**src/rtl/fm0_decode_seq.sv**
```systemverilog
// fm0_decode_seq: frame sequencer for the FM0 Viterbi decoder chain.
// Resets the chain per window, gates TB symbols in, and stitches the traceback results into a frame.
module fm0_decode_seq #(
    parameter int TB       = 5,
    parameter int MAX_WIN  = 4,
    parameter int TIMEOUT  = 255,
    localparam int NW      = $clog2(MAX_WIN + 1),
    localparam int SW      = $clog2(TB + 1),
    localparam int TW      = $clog2(TIMEOUT + 1),
    localparam int FW      = MAX_WIN * TB
) (
    input  logic          clk,
    input  logic          rst,
    input  logic          start,
    input  logic [NW-1:0] n_win,
    input  logic          corr_vld,
    output logic          dec_vld,
    output logic          dec_rst,
    input  logic [TB-1:0] tb_dat,
    input  logic          tb_vld,
    output logic [FW-1:0] frame_dat,
    output logic          frame_vld,
    output logic          frame_err,
    output logic          busy
);

    typedef enum logic [2:0] {
        IDLE,
        FLUSH,
        COLLECT,
        WAIT_TB,
        DONE
    } state_t;

    state_t        state;
    logic [NW-1:0] n_lat;
    logic [NW-1:0] win_cnt;
    logic [NW-1:0] win_nxt;
    logic [SW-1:0] sym_cnt;
    logic [TW-1:0] tmo_cnt;
    logic          overrun;
    logic          err;
    logic          bad_len;
    logic          tmo_hit;

    assign win_nxt = win_cnt + 1'b1;
    assign bad_len = (n_win == '0) || (n_win > NW'(MAX_WIN));
    // The cycle that brings the idle count up to TIMEOUT is the last one.
    assign tmo_hit = (tmo_cnt >= TW'(TIMEOUT - 1));

    // Symbols reach the decoder only while a window is being collected.
    assign dec_vld = (state == COLLECT) && corr_vld;
    assign busy    = (state != IDLE);

    // Frame sequencing FSM; strobes default low and pulse for one cycle.
    always_ff @(posedge clk) begin
        if (rst) begin
            state     <= IDLE;
            n_lat     <= '0;
            win_cnt   <= '0;
            sym_cnt   <= '0;
            tmo_cnt   <= '0;
            overrun   <= 1'b0;
            err       <= 1'b0;
            dec_rst   <= 1'b0;
            frame_vld <= 1'b0;
            frame_err <= 1'b0;
            frame_dat <= '0;
        end else begin
            dec_rst   <= 1'b0;
            frame_vld <= 1'b0;
            frame_err <= 1'b0;
            unique case (state)
                IDLE: begin
                    if (start) begin
                        overrun <= 1'b0;
                        if (bad_len) begin
                            err   <= 1'b1;
                            state <= DONE;
                        end else begin
                            err       <= 1'b0;
                            n_lat     <= n_win;
                            win_cnt   <= '0;
                            frame_dat <= '0;
                            dec_rst   <= 1'b1;
                            state     <= FLUSH;
                        end
                    end
                end
                FLUSH: begin
                    if (corr_vld) overrun <= 1'b1;
                    sym_cnt <= '0;
                    tmo_cnt <= '0;
                    state   <= COLLECT;
                end
                COLLECT: begin
                    if (corr_vld) begin
                        sym_cnt <= sym_cnt + 1'b1;
                        tmo_cnt <= '0;
                        if (sym_cnt == SW'(TB - 1)) state <= WAIT_TB;
                    end else if (tmo_hit) begin
                        tmo_cnt <= TW'(TIMEOUT);
                        err     <= 1'b1;
                        state   <= DONE;
                    end else begin
                        tmo_cnt <= tmo_cnt + 1'b1;
                    end
                end
                WAIT_TB: begin
                    if (corr_vld) overrun <= 1'b1;
                    if (tb_vld) begin
                        frame_dat <= (frame_dat << TB) | FW'(tb_dat);
                        win_cnt   <= win_nxt;
                        tmo_cnt   <= '0;
                        if (win_nxt == n_lat) begin
                            state <= DONE;
                        end else begin
                            dec_rst <= 1'b1;
                            state   <= FLUSH;
                        end
                    end else if (tmo_hit) begin
                        tmo_cnt <= TW'(TIMEOUT);
                        err     <= 1'b1;
                        state   <= DONE;
                    end else begin
                        tmo_cnt <= tmo_cnt + 1'b1;
                    end
                end
                DONE: begin
                    if (corr_vld) overrun <= 1'b1;
                    frame_vld <= 1'b1;
                    frame_err <= overrun | corr_vld | err;
                    state     <= IDLE;
                end
                default: state <= IDLE;
            endcase
        end
    end

endmodule
```
**config.mk**
```make
export PLATFORM = sky130hd
export DESIGN_NAME = fm0_decode_seq
export DESIGN_NICKNAME = d
export VERILOG_FILES = /design/src/rtl/fm0_decode_seq.sv
export SDC_FILE = /design/constraint.sdc
export NUM_CORES = 1
export LEC_CHECK = 0
export ABC_AREA = 1
export BUFFER_PORTS_ARGS = -buffer_cell sky130_fd_sc_hd__buf_2
export CAP_MARGIN = 5
export CORE_UTILIZATION = 33
export CTS_CLUSTER_SIZE = 16
export DETAILED_ROUTE_END_ITERATION = 12
export GPL_TIMING_DRIVEN = 0
export HOLD_SLACK_MARGIN = 0.1
export MAX_ROUTING_LAYER = met4
export PLACE_DENSITY = 0.55
export SLEW_MARGIN = 5
export SYNTH_ARGS = -nofsm -noshare
export SYNTH_HDL_FRONTEND = slang
export SYNTH_SLANG_ARGS = --single-unit
```
**constraint.sdc**
```tcl
create_clock -name clk -period 1.4 [get_ports clk]
set_input_delay 0.14 -clock clk [delete_from_list [all_inputs] [get_ports clk]]
set_output_delay 0.14 -clock clk [all_outputs]
set_load 0.03 [all_outputs]
```
==> Word-level counts from Yosys, hierarchy flattened <==
Cells that the tools add are included.
{ "totals": {"word_cells": 90, "romBits": 0, "output_inout_bits": 25, "ff_bits": 45, "mem_count": 0, "ram_bits": 0, "in_bits": 13, "latchBits": 0} }
{ "classes": {"n_eq_ne": 14, "div": 0, "bitwise_logic": 5, "n_addsub": 3, "n_mux": 37, "n_reduce_logical": 18, "order_cmp": 2, "shift": 0, "n_mul": 0} }
{ "op_table": {"columns": ["op", "count"], "rows": [
  ["20-bit 2-to-1 mux", 3],
  ["20-bit case mux with 2 select lines", 1],
  ["3-bit 2-to-1 mux", 11],
  ["8-bit 2-to-1 mux", 3],
  ["8-bit case mux with 3 select lines", 1],
  ["20-bit by 5-bit OR with 20-bit output", 1],
  ["1-bit 2-to-1 mux", 12],
  ["2-bit inequality test, second input constant", 6],
  ["3-bit case mux with 2 select lines", 2],
  ["3-bit case mux with 4 select lines", 1],
  ["3-bit nonzero test", 3],
  ["8-bit by 1-bit adder with 8-bit output, second input constant", 1],
  ["8-bit greater-or-equal comparator, second input constant", 1],
  ["4-bit AND reduction", 2],
  ["3-bit by 1-bit adder with 3-bit output, second input constant", 2],
  ["3-bit by 2-bit == test with 1-bit output, second input constant", 2],
  ["3-bit == test, second input constant", 2],
  ["3-bit zero test", 2],
  ["3-bit AND reduction", 2],
  ["2-bit nonzero test", 3],
  ["1-bit case mux with 2 select lines", 2],
  ["2-bit AND reduction", 2],
  ["3-bit by 1-bit == test with 1-bit output, second input constant", 1],
  ["3-bit == test", 1],
  ["other kinds (10)", 12]
]} }

==> Longest topological paths before layout <==
{ "logic_depth": {"ltp_word": 5, "mapped_depth": 11, "mapped_depth_nobuf": 11} }

==> Worst setup path after synthesis <==
OpenSTA, ideal clock, no wires.
{ "synth_path": {"path_kind": "flip-flop to flip-flop", "start": "register state[2]", "end": "register frame_dat[10]", "n_path_buf": 1, "t_required_ps": 1330, "arrival_time_ps": 1377, "path_slack_ps": -48, "setup_ps": 70, "stages_incl_launch_ff": 7, "synth_period_minus_slack_ps": 1448, "path_cell_list": "dfxtp_1 > nor2_2 > nand2_2 > a21oi_4 > clkbuf_2 > o21ai_0 > a21oi_1"} }
{ "synth_via": {"elab_chain_cells": 3, "word_cells_on_any_way": 8, "classes_between": "4 x eq/ne; 1 x mux; 3 x reduce/logical"} }
{ "synth_lines": {"columns": ["element", "line_no", "text"], "rows": [
  ["start: declaration", "35", "state_t state;"],
  ["start signal: assignment", "58", "state <= IDLE;"],
  ["start signal: assignment", "79", "state <= DONE;"],
  ["start signal: assignment", "86", "state <= FLUSH;"],
  ["3-bit by 2-bit == test with 1-bit output / 3-bit zero test (equally long branches)", "73", "unique case (state)"],
  ["2-bit inequality test (no line) / 2-bit nonzero test (equally long branches)", null, null],
  ["4-bit AND reduction (no line)", null, null],
  ["end signal: assignment", "112", "frame_dat <= (frame_dat << TB) | FW'(tb_dat);"],
  ["end: declaration", "21", "output logic [FW-1:0] frame_dat,"]
]} }
Parallel ways exist; a longest one is shown, timed or not.
A chain may end at the register's enable or synchronous reset.

==> Worst setup path in the final report <==
{ "layout_path": {"start": "register state[0]", "end": "register frame_dat[8]"} }
The elaborated chain is that of the path after synthesis.

==> metrics <==
Detailed Route WL between 5 and 6 mm; CTS tree done; most frequent cells in the layout 57 x nand2_1, 38 x buf_2, 37 x dfxtp_1, 33 x a21oi_1, 24 x nand3_1; asr flop ratio synth 0%; gr usage total 17.2%; Pleak approximately 1.3 nW; HPWL Detailed roughly 3.8 mm; die width ~83 um; unrepaired setup endpoints after global routing yes; Via Count approximately 2.3k; Worst setup EP type flip-flop; Final WS setup -0.110 ns; area of the multi-input gates 1290 um^2; Syn Nets around 330; area grow syn2layout 39.0%; first-pass GRT wire length about 9.4 mm; via density per instance 4.98; result of the run finished, violations left; I/O Buffers 37; wire per inst 13.0 um; dominant cells by area after synthesis dfxtp_1 41%, nand2_1 11%, a21oi_1 10%; hold depth 3; I/O pin count 38; setup violators final 26; die height 83.2 um; GRT Residual Overflow 0; worst min path class in -> reg; CTS Buf Count 5; hold path startpoint n_win[1]; max_cap viols 0; Slew @ Worst Pin ~0.66 ns; critical path data required time 1.63 ns; Synth area leader dfxtp_1; clock sink total 45; Mapped Area 2170 um^2; maximum vdd drop 0.574 mV; Pre-Repair DR Iteration Count 4; Filler cells 630; highest clock rate between 0.6 and 0.7 GHz; main flop type after synthesis dfxtp_1; most common cell after layout, fill and taps aside nand2_1; largest net degree at the start of global routing 16; failing checks setup timing; #FFs+latches synth 45; Slew Viols, Final 0; Reg2Reg Setup Slack -0.11 ns; worst r2r src state[0]$_SDFFE_PP0P_; number of global-route vias before repair about 2.1k; Clock Tree Buf Depth 2; DR iter-0 viols 87; EDFF count, synth 0; antenna viol nets, final 0; root buffer cell clkbuf_8; RR Endpoint frame_dat[8]$_SDFFE_PP0P_; Rows 29; nets@finish 396; Synth top area share about two fifths; Max-slew headroom 55.9%; die area slightly below 7000 um^2; Final Hold Fails 0; CP Max Fanout 6; reg2reg path depth 9; syn avg cell area slightly above 7 um^2; Yosys warnings 0; PD cells ~960 nW/um^2; sequential-to-total area share from yosys stat between 40% and 50%; Inserted Diodes 0; Initial Utilization between 30% and 40%; initial antenna violation count 0; CP Class reg -> reg; Clock Skew 0.0111 ns; hold endpoint n_lat[1]$_SDFFE_PP0N_; H-tree depth 2; share of layout cells above drive strength 1 a little over a third; register area slightly above 900 um^2; Post-route DRC 0; Worst setup SP type flip-flop; final hold slack between 0.1 and 0.15 ns; Netlist cell types 27; period utilization 108%; Final Power approximately 0.0029 W; Placeable Area between 6000 and 7000 um^2; Critical Path AT between 1.5 and 2 ns; Worst-path clk slew ~0.09 ns; Final min period about 1.5 ns; Worst-Skew Late Latency slightly above 0.3 ns; post-synthesis cell count 307; RePlAce Congestion approximately 0.79
synth_stat cells (3+ instances only):
| cell | number |
|---|---|
| a21oi_1 | 44 |
| clkbuf_1 | 7 |
| clkbuf_2 | 3 |
| dfxtp_1 | 45 |
| ha_1 | 5 |
| inv_1 | 25 |
| inv_2 | 3 |
| nand2_1 | 61 |
| nand2_2 | 4 |
| nand3_1 | 36 |
| nor2_1 | 18 |
| o21ai_0 | 25 |
| o21ai_1 | 13 |
cell type report:
class	instances	area share (%)
repair buffers	65	14.3
clock buffers	5	2.28
plain buffers	12	2.73
well taps	77	3.19
inverters	29	3.69
flip-flops and latches	45	30.4
multi-input cells	220	42.7
clock inverters	3	0.745
metal layers:
layer	GRT usage [%]	routed length [um]
met5	-	0
met4	5.02	77
met3	3.18	234
met2	28.7	2810
met1	21.2	2800
logic make-up after synthesis:
| kind of cell | synth area share, % |
|---|---|
| compound gates | 20.3 |
| fa+ha+maj | 2.88 |
| buf+inv | 8.17 |
| flops | 41.5 |
| simple gates | 27.2 |
how the worst max path moves through the flow:
| stage | from | to | cells past startpoint |
|---|---|---|---|
| after floorplan | state[2]$_SDFFE_PP0P_ | frame_dat[10]$_SDFFE_PP0P_ | 6 |
| final | state[0]$_SDFFE_PP0P_ | frame_dat[8]$_SDFFE_PP0P_ | 9 |
| after global routing | state[2]$_SDFFE_PP0P_ | frame_dat[10]$_SDFFE_PP0P_ | 8 |
| after global placement | state[2]$_SDFFE_PP0P_ | frame_dat[8]$_SDFFE_PP0P_ | 7 |
| after CTS | state[2]$_SDFFE_PP0P_ | tmo_cnt[0]$_SDFFE_PP0P_ | 5 |
| after detailed placement | state[2]$_SDFFE_PP0P_ | frame_dat[8]$_SDFFE_PP0P_ | 7 |
where the power goes:
group	switching [W]	total (W)	internal, W
clock network	0.000499	0.000854	0.000355
logic	0.000417	0.000682	0.000265
registers	0.0000383	0.00136	0.00132
critical path, stage by stage (launching register included):
cell and delay, ns:
dfxtp_4 0.41, nand2_4 0.06, nor2_4 0.13, inv_2 0.07, nand2_4 0.07, nand3_4 0.10
nor2_4 0.22, buf_6 0.17, nand3_2 0.06, a21oi_1 0.14
state kept, by name, indices dropped and copies added (netlist names):
name       flops
sym_cnt        3
n_lat          3
frame_err      1
overrun        1
dec_rst        1
win_cnt        3
err            1
frame_dat     20
state          3
tmo_cnt        8
frame_vld      1
what timing repair did:
action	CTS	global route
setup buffers	10	10
resized for setup	21	66
endpoints found under the setup margin	39	38
hold endpoints to repair	5	0
hold buffers	5	0
pin swaps	4	15
cloned	2	1
stage by stage:
step	util (%)	area, um^2	cells	setup TNS, ns	worst slack (ns)
global placement	38.8	2460	421	-5.59	-0.211
global route	47.6	3020	456	-4.48	-0.188
detailed placement	38.8	2460	421	-5.62	-0.209
CTS	43.3	2750	445	-1.57	-0.0842
finish	47.6	3020	456	-1.87	-0.110
floorplan	-	2180	307	0	0.000413
No activity file was read; power rests on OpenSTA's default activity.
